## src/rtl/io_write_client.sv

```systemverilog
// Write-side client for one I/O arbiter slot: buffers (address, data) write requests
// in a small FIFO and presents them one at a time, holding each until acknowledged.
module io_write_client #(
  parameter int WORD_SIZE   = 16,  // system word size (gc::WORD_SIZE)
  parameter int FIFO_DEPTH  = 4,
  parameter int ACK_TIMEOUT = 255
) (
  input  logic                          clk,
  input  logic                          rst,
  input  logic                          wrValid,
  output logic                          wrReady,
  input  logic [WORD_SIZE-1:0]          wrAddr,
  input  logic [WORD_SIZE-1:0]          wrData,
  output logic [WORD_SIZE-1:0]          addressIn,
  output logic [WORD_SIZE-1:0]          dataIn,
  output logic                          ioReq,
  output logic                          ioDir,
  input  logic                          dataValid,
  output logic [$clog2(FIFO_DEPTH):0]   count,
  output logic                          busy,
  output logic                          timeoutErr
);

  localparam int PTR_W = $clog2(FIFO_DEPTH);
  localparam int CNT_W = PTR_W + 1;
  localparam int TMO_W = (ACK_TIMEOUT > 1) ? $clog2(ACK_TIMEOUT) : 1;
  localparam logic [TMO_W-1:0] TMO_LAST = TMO_W'(ACK_TIMEOUT - 1);

  typedef enum logic [1:0] {IDLE, REQ, GAP} state_e;

  state_e                 state_q, state_d;
  logic [PTR_W-1:0]       wr_ptr_q, wr_ptr_d;
  logic [PTR_W-1:0]       rd_ptr_q, rd_ptr_d;
  logic [CNT_W-1:0]       count_q, count_d;
  logic [TMO_W-1:0]       tmo_cnt_q, tmo_cnt_d;
  logic [WORD_SIZE-1:0]   address_in_q, address_in_d;
  logic [WORD_SIZE-1:0]   data_in_q, data_in_d;
  logic                   io_req_q, io_req_d;
  logic                   io_dir_q, io_dir_d;
  logic                   timeout_err_q, timeout_err_d;
  logic [2*WORD_SIZE-1:0] mem_q [FIFO_DEPTH];

  logic push;
  logic pop;

  // Ready depends only on the registered count, so a pop never frees a slot the same edge.
  assign wrReady = (count_q < CNT_W'(FIFO_DEPTH));
  assign push    = wrValid && wrReady;

  always_comb begin
    // NOTE: every signal gets a default here first; a path that leaves one unassigned infers a latch.
    state_d       = state_q;
    tmo_cnt_d     = tmo_cnt_q;
    address_in_d  = address_in_q;
    data_in_d     = data_in_q;
    io_req_d      = io_req_q;
    io_dir_d      = io_dir_q;
    timeout_err_d = timeout_err_q;
    pop           = 1'b0;

    unique case (state_q)
      IDLE, GAP: begin
        if (count_q != '0) begin
          {address_in_d, data_in_d} = mem_q[rd_ptr_q];
          io_req_d  = 1'b1;
          io_dir_d  = 1'b1;
          tmo_cnt_d = '0;
          state_d   = REQ;
        end else begin
          state_d = IDLE;
        end
      end
      REQ: begin
        if (dataValid) begin
          pop      = 1'b1;
          io_req_d = 1'b0;
          io_dir_d = 1'b0;
          state_d  = GAP;
        end else if (tmo_cnt_q == TMO_LAST) begin
          pop           = 1'b1;
          timeout_err_d = 1'b1;
          io_req_d      = 1'b0;
          io_dir_d      = 1'b0;
          state_d       = GAP;
        end else begin
          tmo_cnt_d = tmo_cnt_q + TMO_W'(1);
        end
      end
      default: state_d = IDLE;
    endcase

    wr_ptr_d = push ? wr_ptr_q + PTR_W'(1) : wr_ptr_q;
    rd_ptr_d = pop  ? rd_ptr_q + PTR_W'(1) : rd_ptr_q;
    count_d  = count_q;
    if (push && !pop)      count_d = count_q + CNT_W'(1);
    else if (pop && !push) count_d = count_q - CNT_W'(1);
  end

  // NOTE: sequential state uses non-blocking assignments so every flop samples pre-edge values.
  always_ff @(posedge clk) begin
    if (rst) begin
      state_q       <= IDLE;
      wr_ptr_q      <= '0;
      rd_ptr_q      <= '0;
      count_q       <= '0;
      tmo_cnt_q     <= '0;
      address_in_q  <= '0;
      data_in_q     <= '0;
      io_req_q      <= 1'b0;
      io_dir_q      <= 1'b0;
      timeout_err_q <= 1'b0;
    end else begin
      state_q       <= state_d;
      wr_ptr_q      <= wr_ptr_d;
      rd_ptr_q      <= rd_ptr_d;
      count_q       <= count_d;
      tmo_cnt_q     <= tmo_cnt_d;
      address_in_q  <= address_in_d;
      data_in_q     <= data_in_d;
      io_req_q      <= io_req_d;
      io_dir_q      <= io_dir_d;
      timeout_err_q <= timeout_err_d;
    end
  end

  // NOTE: the storage array is deliberately not reset; count gates every read of it.
  always_ff @(posedge clk) begin
    if (push) mem_q[wr_ptr_q] <= {wrAddr, wrData};
  end

  assign addressIn  = address_in_q;
  assign dataIn     = data_in_q;
  assign ioReq      = io_req_q;
  assign ioDir      = io_dir_q;
  assign count      = count_q;
  assign busy       = (count_q != '0);
  assign timeoutErr = timeout_err_q;

endmodule

```

## config.mk

```make
export PLATFORM = sky130hd
export DESIGN_NAME = io_write_client
export DESIGN_NICKNAME = d
export VERILOG_FILES = /design/src/rtl/io_write_client.sv
export SDC_FILE = /design/constraint.sdc
export NUM_CORES = 1
export LEC_CHECK = 0
export BUFFER_PORTS_ARGS = -buffer_cell sky130_fd_sc_hd__buf_4
export CORE_UTILIZATION = 30
export DETAILED_ROUTE_END_ITERATION = 7
export GPL_ROUTABILITY_DRIVEN = 0
export SLEW_MARGIN = 0
export SYNTH_ARGS = -nofsm -noshare
export SYNTH_HDL_FRONTEND = slang
export SYNTH_SLANG_ARGS = --single-unit
```

## constraint.sdc

```tcl
create_clock -name clk -period 2.6 [get_ports clk]
set_input_delay 0.26 -clock clk [delete_from_list [all_inputs] [get_ports clk]]
set_output_delay 0.26 -clock clk [all_outputs]
set_load 0.03 [all_outputs]
```

==> results.json, run 1 <==
{
  "die_y_um": 152,
  "drive_gt1_frac": 0.331,
  "path_max_fanout": 4,
  "cts_hold_repair.buffers": 0,
  "setup_viol": 0,
  "arrival_ns": 2.83,
  "p_per_area_nw_per_um2": 1100,
  "rrSetupSlack_ns": 0.13,
  "worstHoldPathType": "in -> reg",
  "via_per_inst": 4.72,
  "dr.pass1.iters": 6,
  "clock_skew_ns": 0.0118,
  "grt_pass1_wl_um": 22000,
  "ant_nets": 0,
  "crit_buf_inv": 3,
  "synth.largest_area_cell": "edfxtp_1",
  "grt_antenna_before_repair": 0,
  "dieArea_um2": 23200,
  "fmax_ghz": 0.405,
  "syn_nets": 472,
  "start_util": 0.308,
  "max-clock-path-buffers": 2,
  "timing.final.hold_violations": 0,
  "num_vias": 3808,
  "p_leak_nw": 2.83,
  "worst_pin_slew_ns": 1.02,
  "syn_area_per_cell_um2": 15.8,
  "grt_max_degree": 51,
  "synth.area.top_cells": "edfxtp_1, dfxtp_1, mux4_2",
  "tns_ns": 0,
  "grt_pass1_vias": 4048,
  "syn_inst": 428,
  "min-delay-start": "wrAddr[11]",
  "cts.sinks": 179,
  "overflow": 0,
  "clockRootBuffer": "clkbuf_16",
  "synth_top_area_share": 0.567,
  "critPathTopFamily": "adder cells",
  "io_buffers": 75,
  "critPathCaptureType": "flop",
  "die_w_um": 152,
  "synth.distinct_cells": 41,
  "final_max_slew_viol_count": 0,
  "max_cap_viol_count": 0,
  "required_ns": 2.96,
  "core-area_um2": 22000,
  "grtUsageTotal": 0.127,
  "fin_ws_ns": 0.130,
  "worstSkewPairLatency_ns": 0.43,
  "ioPinCount": 76,
  "relSlewSlack": 0.322,
  "finalNetCount": 557,
  "status": "finished with violations",
  "startpoint_type": "flop",
  "rsz0062_at_grt": "no",
  "ys_seq_elements": 179,
  "register_area_um2": 4870,
  "violations": "DRC",
  "diodes": 0,
  "post-place-ws_ns": -0.0296,
  "multiInputGateArea_um2": 1790,
  "wl_per_cell_um": 17.3,
  "cts_max_level": 4,
  "peakVddDrop_mv": 0.395,
  "num-fill-cells": 2065,
  "netlist_area_um2": 6780,
  "cts-buffers-inserted": 17,
  "r2r-start": "tmo_cnt_q[0]",
  "hold_slack_ns": 0.0317,
  "ys.flop_type": "edfxtp_1",
  "critPathKind": "reg -> reg",
  "async_reset_ff_frac": 0,
  "clkTransAtPathRegs_ns": 0.07,
  "drc": 5,
  "worstPathCellList": "inv_1 -> ha_1 -> and3_4 -> a21oi_2 -> nor2_1 -> inv_1 -> ha_2 -> inv_1 -> fa_2 -> xor2_1 -> or3_1 -> a21oi_2",
  "syn2layout_area_growth_pct": 22.0,
  "synth_edf_count": 128,
  "rows": 54,
  "cp-startpoint": "tmo_cnt_q[0]",
  "wl_um": 13900,
  "slowest_delay_ns": 0.35,
  "min_period_over_period": 0.950,
  "drt_iter0_markers": 203,
  "post-dp-hpwl_um": 8760,
  "cp_slowest_cell": "dfxtp_2",
  "synth-seq-area-share": 0.717,
  "critical_path.most_common_cell": "inv_1",
  "fin_crit_ns": 2.47,
  "cts_tree": "done",
  "ys_warn_count": 0
}
synth_stat cells, types with 2 or more instances:
cell,count
a21oi_1,44
a31oi_4,4
and2_1,4
and3_1,2
buf_2,6
buf_4,2
buf_6,2
clkbuf_1,13
dfxtp_1,51
edfxtp_1,128
ha_1,7
inv_1,8
mux4_2,32
nand2_1,68
nand2b_1,2
nand3_1,5
nor2_1,16
nor3_1,2
o21ai_0,7
or3_1,2
or4_1,2
xor2_1,2
path summary, 6_finish.rpt:
check / to / depth (start not counted)
worst max-delay path: count[2] / 12
worst min-delay path: mem_q[3][27] / 1
worst max register to register: count[2] / 12
worst min register to register: dataIn[5] / 2
registers in the layout, indices dropped and copies added, names as in the netlist, 2 cells and up:
register	flops
mem_q	128
addressIn	16
dataIn	16
tmo_cnt_q	8
count	3
rd_ptr_q	2
state_q	2
wr_ptr_q	2
layer usage:
metal | routed length (um) | GRT usage | up-vias
li1 | - | - | 1772
met1 | 5800 | 0.146 | 1924
met2 | 7240 | 0.221 | 95
met3 | 706 | 0.0429 | 17
met4 | 179 | 0.0447 | 0
met5 | 0 | 0 | -
cell usage in the layout (no fill, tap or decap), types with 2 or more instances in the layout:
master        n
inv_8         2
xor2_1        2
mux4_2       32
a21oi_1      42
a21oi_2       2
ha_1          6
nor3_1        2
inv_6         2
buf_4        90
inv_1         8
clkinvlp_4    4
o21ai_0       7
a31oi_4       4
or3_1         2
and2_2        4
edfxtp_1    128
dfxtp_2       3
or4_1         2
nand2_1      68
nand3_1       5
nor2_1       16
clkinv_2      3
dfxtp_1      48
clkbuf_16    17
layout make-up:
cell class / count / share of cell area
Clock buffer: 18 / 0.0519
Clock inverter: 14 / 0.0154
Inverter: 8 / 0.00363
Multi-Input combinational cell: 217 / 0.217
Sequential cell: 179 / 0.588
Tap cell: 280 / 0.0423
Timing Repair Buffer: 90 / 0.0817
cells by family after synthesis:
group | share of synthesized area
flip-flops | 0.717
AND/OR/NAND/NOR | 0.0736
AO/OA/AOI/OAI | 0.0577
multiplexers | 0.109
buffers and inverters | 0.0221
adder cells (fa/ha/maj) | 0.0159
XOR/XNOR | 0.00388
power by group:
group	internal, mW	switching [mW]	leakage [nW]
registers	3.60	0.251	1.59
logic	1.02	1.76	0.974
clock network	1.33	1.10	0.264
total	5.96	3.11	2.83
what timing repair did:
item | in CTS | in global routing
resized for setup | 2 | 4
endpoints found under the setup margin | 1 | 1
buffers inserted | 0 | 3
pin swaps | 0 | 1
stage by stage:
step | total power [mW] | utilization | std cells | area (um2)
after floorplan | 5.75 | - | 428 | 6780
after global placement | 6.65 | 0.348 | 771 | 7670
after detailed placement | 6.74 | 0.348 | 771 | 7670
after CTS | 9.18 | 0.374 | 803 | 8240
after global routing | 9.55 | 0.376 | 806 | 8270
final | 9.07 | 0.376 | 806 | 8270
(Power assumes the default switching activity.)
==> inputs of run 2 (changes only) <==
Settings changed: CELL_PAD_IN_SITES_DETAIL_PLACEMENT set to 1, CELL_PAD_IN_SITES_GLOBAL_PLACEMENT set to 1, PLACE_DENSITY_LB_ADDON set to 0.1.
==> results.json, run 2 (synthesized netlist as in run 1, its figures left out) <==
{
  "p_leak_nw": 2.89,
  "power_frac_comb": 0.310,
  "rrSetupSlack_ns": 0.14,
  "fin_ws_ns": 0.139,
  "wl_per_cell_um": 18.5,
  "startpoint_type": "flop",
  "setup_viol": 0,
  "p_per_area_nw_per_um2": 1110,
  "dp_cells": 773,
  "use_met3": 0.0407,
  "syn2layout_area_growth_pct": 24.2,
  "cp-startpoint": "tmo_cnt_q[0]",
  "p_switching_mw": 3.30,
  "violations": "DRC",
  "drc": 4,
  "cts_tree": "done",
  "fmax_ghz": 0.406,
  "p_total_mw": 9.38,
  "design_area_um2": 8420,
  "num-fill-cells": 2254,
  "max_cap_viol_count": 0,
  "min_period_over_period": 0.946,
  "start_util": 0.308,
  "p_clk_frac": 0.279,
  "p_int_mw": 6.08,
  "core-area_um2": 22000,
  "critPathKind": "reg -> reg",
  "dr.pass1.iters": 8,
  "stdcell_count": 808,
  "pwr-share-seq": 0.411,
  "io_buffers": 75,
  "die_y_um": 152,
  "ioPinCount": 76,
  "r2r_cells": 12,
  "path_max_fanout": 4,
  "register_area_um2": 4870,
  "drive_gt1_frac": 0.333,
  "arrival_ns": 2.82,
  "clock_skew_ns": 0.0142,
  "via_per_inst": 4.76,
  "diodes": 0,
  "cts-buffers-inserted": 17,
  "dieArea_um2": 23200,
  "critPathCaptureType": "flop",
  "met1_usage": 0.171,
  "max-clock-path-buffers": 2,
  "grt_antenna_before_repair": 0,
  "met2_usage": 0.237,
  "overflow": 0,
  "num_vias": 3846,
  "top_register": "mem_q",
  "grt_pass1_wl_um": 24100,
  "status": "finished with violations",
  "peakVddDrop_mv": 0.521,
  "mostFrequentLayoutCell": "edfxtp_1",
  "timing.final.hold_violations": 0,
  "multiInputGateArea_um2": 1800,
  "fin_crit_ns": 2.46,
  "hold_depth": 1,
  "timing.rr.end": "count[2]",
  "finalNetCount": 559,
  "grt_max_degree": 35,
  "place_area_um2": 7760,
  "grtUsageTotal": 0.140,
  "rows": 54,
  "grt-busiest-layer": "met2",
  "cts_max_level": 4,
  "final_max_slew_viol_count": 0,
  "drt_iter0_markers": 163,
  "hold_slack_ns": 0.0288,
  "ant_nets": 0,
  "layout_common_cells": "edfxtp_1, buf_4, nand2_1",
  "post-place-ws_ns": -0.0562,
  "clkTransAtPathRegs_ns": 0.08,
  "largest_reg_flops": 128,
  "relSlewSlack": 0.566,
  "p_sw_frac": 0.352,
  "r2r-start": "tmo_cnt_q[0]",
  "grt_pass1_vias": 4203,
  "worst_pin_slew_ns": 0.651,
  "tns_ns": 0,
  "endpoint": "count[2]",
  "post-dp-hpwl_um": 9410,
  "required_ns": 2.95,
  "cts.sinks": 179,
  "clockRootBuffer": "clkbuf_16",
  "finish.utilization": 0.382,
  "worstHoldPathType": "in -> reg",
  "die_w_um": 152,
  "wl_um": 15000,
  "worstSkewPairLatency_ns": 0.43
}
==> run 2: cell count changes in the layout (fill, tap and decap cells not counted), moves of 2 or more <==
cell	before	now
a21oi_2	2	0
buf_12	0	6
buf_4	90	85
clkinv_2	3	1
clkinv_8	0	2
clkinvlp_4	4	1
inv_8	2	5
==> run 2: worst max-delay path, stage by stage (launching register included) <==
cell,delay (ns)
dfxtp_2,0.35
inv_1,0.08
ha_2,0.20
and3_4,0.19
a21oi_4,0.13
nor2_1,0.08
inv_1,0.09
ha_2,0.19
inv_1,0.06
fa_1,0.38
xor2_1,0.18
or3_1,0.32
a21oi_1,0.13
==> run 2: worst min-delay path by stage <==
stage,from,endpoint
floorplan,wrData[0],mem_q[0][0]
global placement,dataIn[4],dataIn[4]
detailed placement,addressIn[5],addressIn[5]
CTS,wrAddr[7],mem_q[3][23]
global route,wrAddr[10],mem_q[0][26]
finish,wrAddr[3],mem_q[3][19]
==> run 2: cell type report <==
| cell class | count | share of cell area |
|---|---|---|
| flip-flops and latches | 179 | 0.578 |
| multi-input cells | 217 | 0.213 |
| repair buffers | 92 | 0.0912 |
| clock buffers | 17 | 0.0505 |
| well taps | 280 | 0.0416 |
| clock inverters | 15 | 0.0217 |
| inverters | 8 | 0.00357 |
==> run 2: per-layer routing <==
layer	vias up	wire (um)
met5	-	0
met4	0	218
met3	19	626
met2	74	7490
met1	1972	6620
li1	1781	-
==> run 2: repair_timing <==
action                                  CTS  global route
hold buffers                              1             0
hold endpoints to repair                  4             0
resized for setup                         2             4
pin swaps                                 0             2
buffers inserted                          0             2
endpoints found under the setup margin    1             1
==> run 2: power by group through the flow <==
stage / logic (mW) / registers [mW] / clock network, mW
2_1_floorplan: 1.42 / 4.33 / 0
3_3_place_gp: 2.97 / 3.90 / 0
3_5_place_dp: 2.99 / 3.93 / 0
4_1_cts: 3.00 / 3.87 / 2.71
5_1_grt: 3.18 / 3.92 / 2.81
6_report: 2.91 / 3.85 / 2.61
==> inputs of run 3 (changes only) <==
Settings changed: CORE_MARGIN set to 5.
==> results.json, run 3 (synthesized netlist as in run 1, its figures left out) <==
{
  "post-dp-hpwl_um": 9860,
  "cts.sinks": 179,
  "ant_nets": 0,
  "dr.pass1.iters": 4,
  "cts-buffers-inserted": 17,
  "cts_tree": "done",
  "rsz0062_at_grt": "no",
  "io_buffers": 75,
  "worst_pin_slew_ns": 0.978,
  "holdPathEnd": "mem_q[2][18]",
  "largest_reg_flops": 128,
  "drive_gt1_frac": 0.331,
  "grt_pass1_vias": 4240,
  "critPathCaptureType": "flop",
  "p_total_mw": 9.07,
  "cts_max_level": 4,
  "drc": 0,
  "finish.utilization": 0.370,
  "finalNetCount": 559,
  "wl_per_cell_um": 18.4,
  "rrSetupSlack_ns": 0.15,
  "min_period_over_period": 0.943,
  "timing.rr.end": "count[2]",
  "p_leak_nw": 2.86,
  "critPathKind": "reg -> reg",
  "overflow": 0,
  "core-area_um2": 22400,
  "path_max_fanout": 4,
  "worstSkewPairLatency_ns": 0.42,
  "required_ns": 2.95,
  "clkTransAtPathRegs_ns": 0.07,
  "clockRootBuffer": "clkbuf_16",
  "r2r-start": "tmo_cnt_q[0]",
  "arrival_ns": 2.80,
  "relSlewSlack": 0.347,
  "grtUsageTotal": 0.121,
  "setup_viol": 0,
  "max_cap_viol_count": 0,
  "start_util": 0.302,
  "grt_max_degree": 36,
  "hold_depth": 1,
  "die_y_um": 160,
  "die_w_um": 160,
  "rows": 55,
  "dieArea_um2": 25700,
  "tns_ns": 0,
  "wl_um": 15000,
  "timing.final.hold_violations": 0,
  "fmax_ghz": 0.408,
  "fin_crit_ns": 2.45,
  "r2r_cells": 12,
  "startpoint_type": "flop",
  "diodes": 0,
  "via_per_inst": 4.68,
  "grt_pass1_wl_um": 23800,
  "status": "completed",
  "drt_iter0_markers": 116,
  "grt_antenna_before_repair": 1,
  "top_register": "mem_q",
  "num_vias": 3804,
  "worstHoldPathType": "in -> reg",
  "min-delay-start": "wrAddr[2]",
  "clock_skew_ns": 0.00840,
  "layout_common_cells": "edfxtp_1, buf_4, nand2_1",
  "syn2layout_area_growth_pct": 22.5,
  "final_max_slew_viol_count": 0,
  "peakVddDrop_mv": 0.408,
  "mostFrequentLayoutCell": "edfxtp_1",
  "p_per_area_nw_per_um2": 1090,
  "ioPinCount": 76,
  "cts_hold_repair.buffers": 0,
  "max-clock-path-buffers": 2
}
## run 3: changes by cell type in the layout (fill, tap and decap cells not counted), sizes merged
| cell | delta |
|---|---|
| clkinvlp | +1 |
| clkbuf | +2 |
| dlygate4sd3 | -1 |
| buf | +1 |
| clkinv | +2 |
| bufinv | -1 |
| inv | -4 |
## run 3: layout make-up
type	count	area (um2)
fill	2308	14100
sequential	179	4870
multi-input combinational	217	1780
timing repair buffer	92	728
clock buffer	19	443
tap	285	357
clock inverter	13	98.8
inverter	8	30.0
## run 3: through the flow
stage	cells	instance area [um2]	hold slack (ns)	worst slack, ns
3_3_place_gp	780	7750	0.445	0.0684
4_1_cts	812	8290	0.0139	0.00223
5_1_grt	813	8310	0.0118	0.00830
2_1_floorplan	428	6780	0.359	0.210
3_5_place_dp	780	7750	0.450	-0.0335
6_report	813	8310	0.0360	0.149
## run 3: how the worst max path moves through the flow
stage                 start       end  depth (start not counted)  slack, ns
2_1_floorplan  tmo_cnt_q[0]  count[2]                         12       0.21
6_report       tmo_cnt_q[0]  count[2]                         12       0.15
4_1_cts        tmo_cnt_q[0]  count[2]                         12      0.002
5_1_grt        tmo_cnt_q[0]  count[2]                         12      0.008
3_5_place_dp   tmo_cnt_q[0]  count[2]                         12      -0.03
3_3_place_gp   tmo_cnt_q[0]  count[2]                         12       0.07
## run 3: worst max-delay path, stage by stage (launching register included)
cell and delay, ns:
dfxtp_2 0.35, inv_1 0.08, ha_1 0.22, and3_1 0.22, a21oi_2 0.16, nor2_1 0.07
inv_1 0.09, ha_2 0.19, inv_1 0.06, fa_2 0.34, xor2_1 0.17, or3_1 0.31
a21oi_1 0.13
## run 3: per-layer routing
| metal | share of wire | vias up | global-route usage |
|---|---|---|---|
| li1 | - | 1770 | - |
| met1 | 0.44 | 1958 | 0.144 |
| met2 | 0.51 | 58 | 0.214 |
| met3 | 0.036 | 16 | 0.0339 |
| met4 | 0.012 | 2 | 0.0360 |
| met5 | 0.0013 | - | 0 |
## run 3: timing repair
action | in CTS | in global routing
setup buffers | 0 | 1
setup endpoints to repair | 1 | 1
pin swaps | 0 | 1
gates resized for setup | 1 | 3
endpoints found under the hold margin | 0 | 0
## run 3: power by group
group          total [mW]  leakage [nW]  internal (mW)  switching [mW]
Combinational        2.84         0.998           1.07            1.78
Clock                2.36         0.266           1.26            1.10
Sequential           3.86          1.59           3.60           0.261
Total                9.07          2.86           5.93            3.14
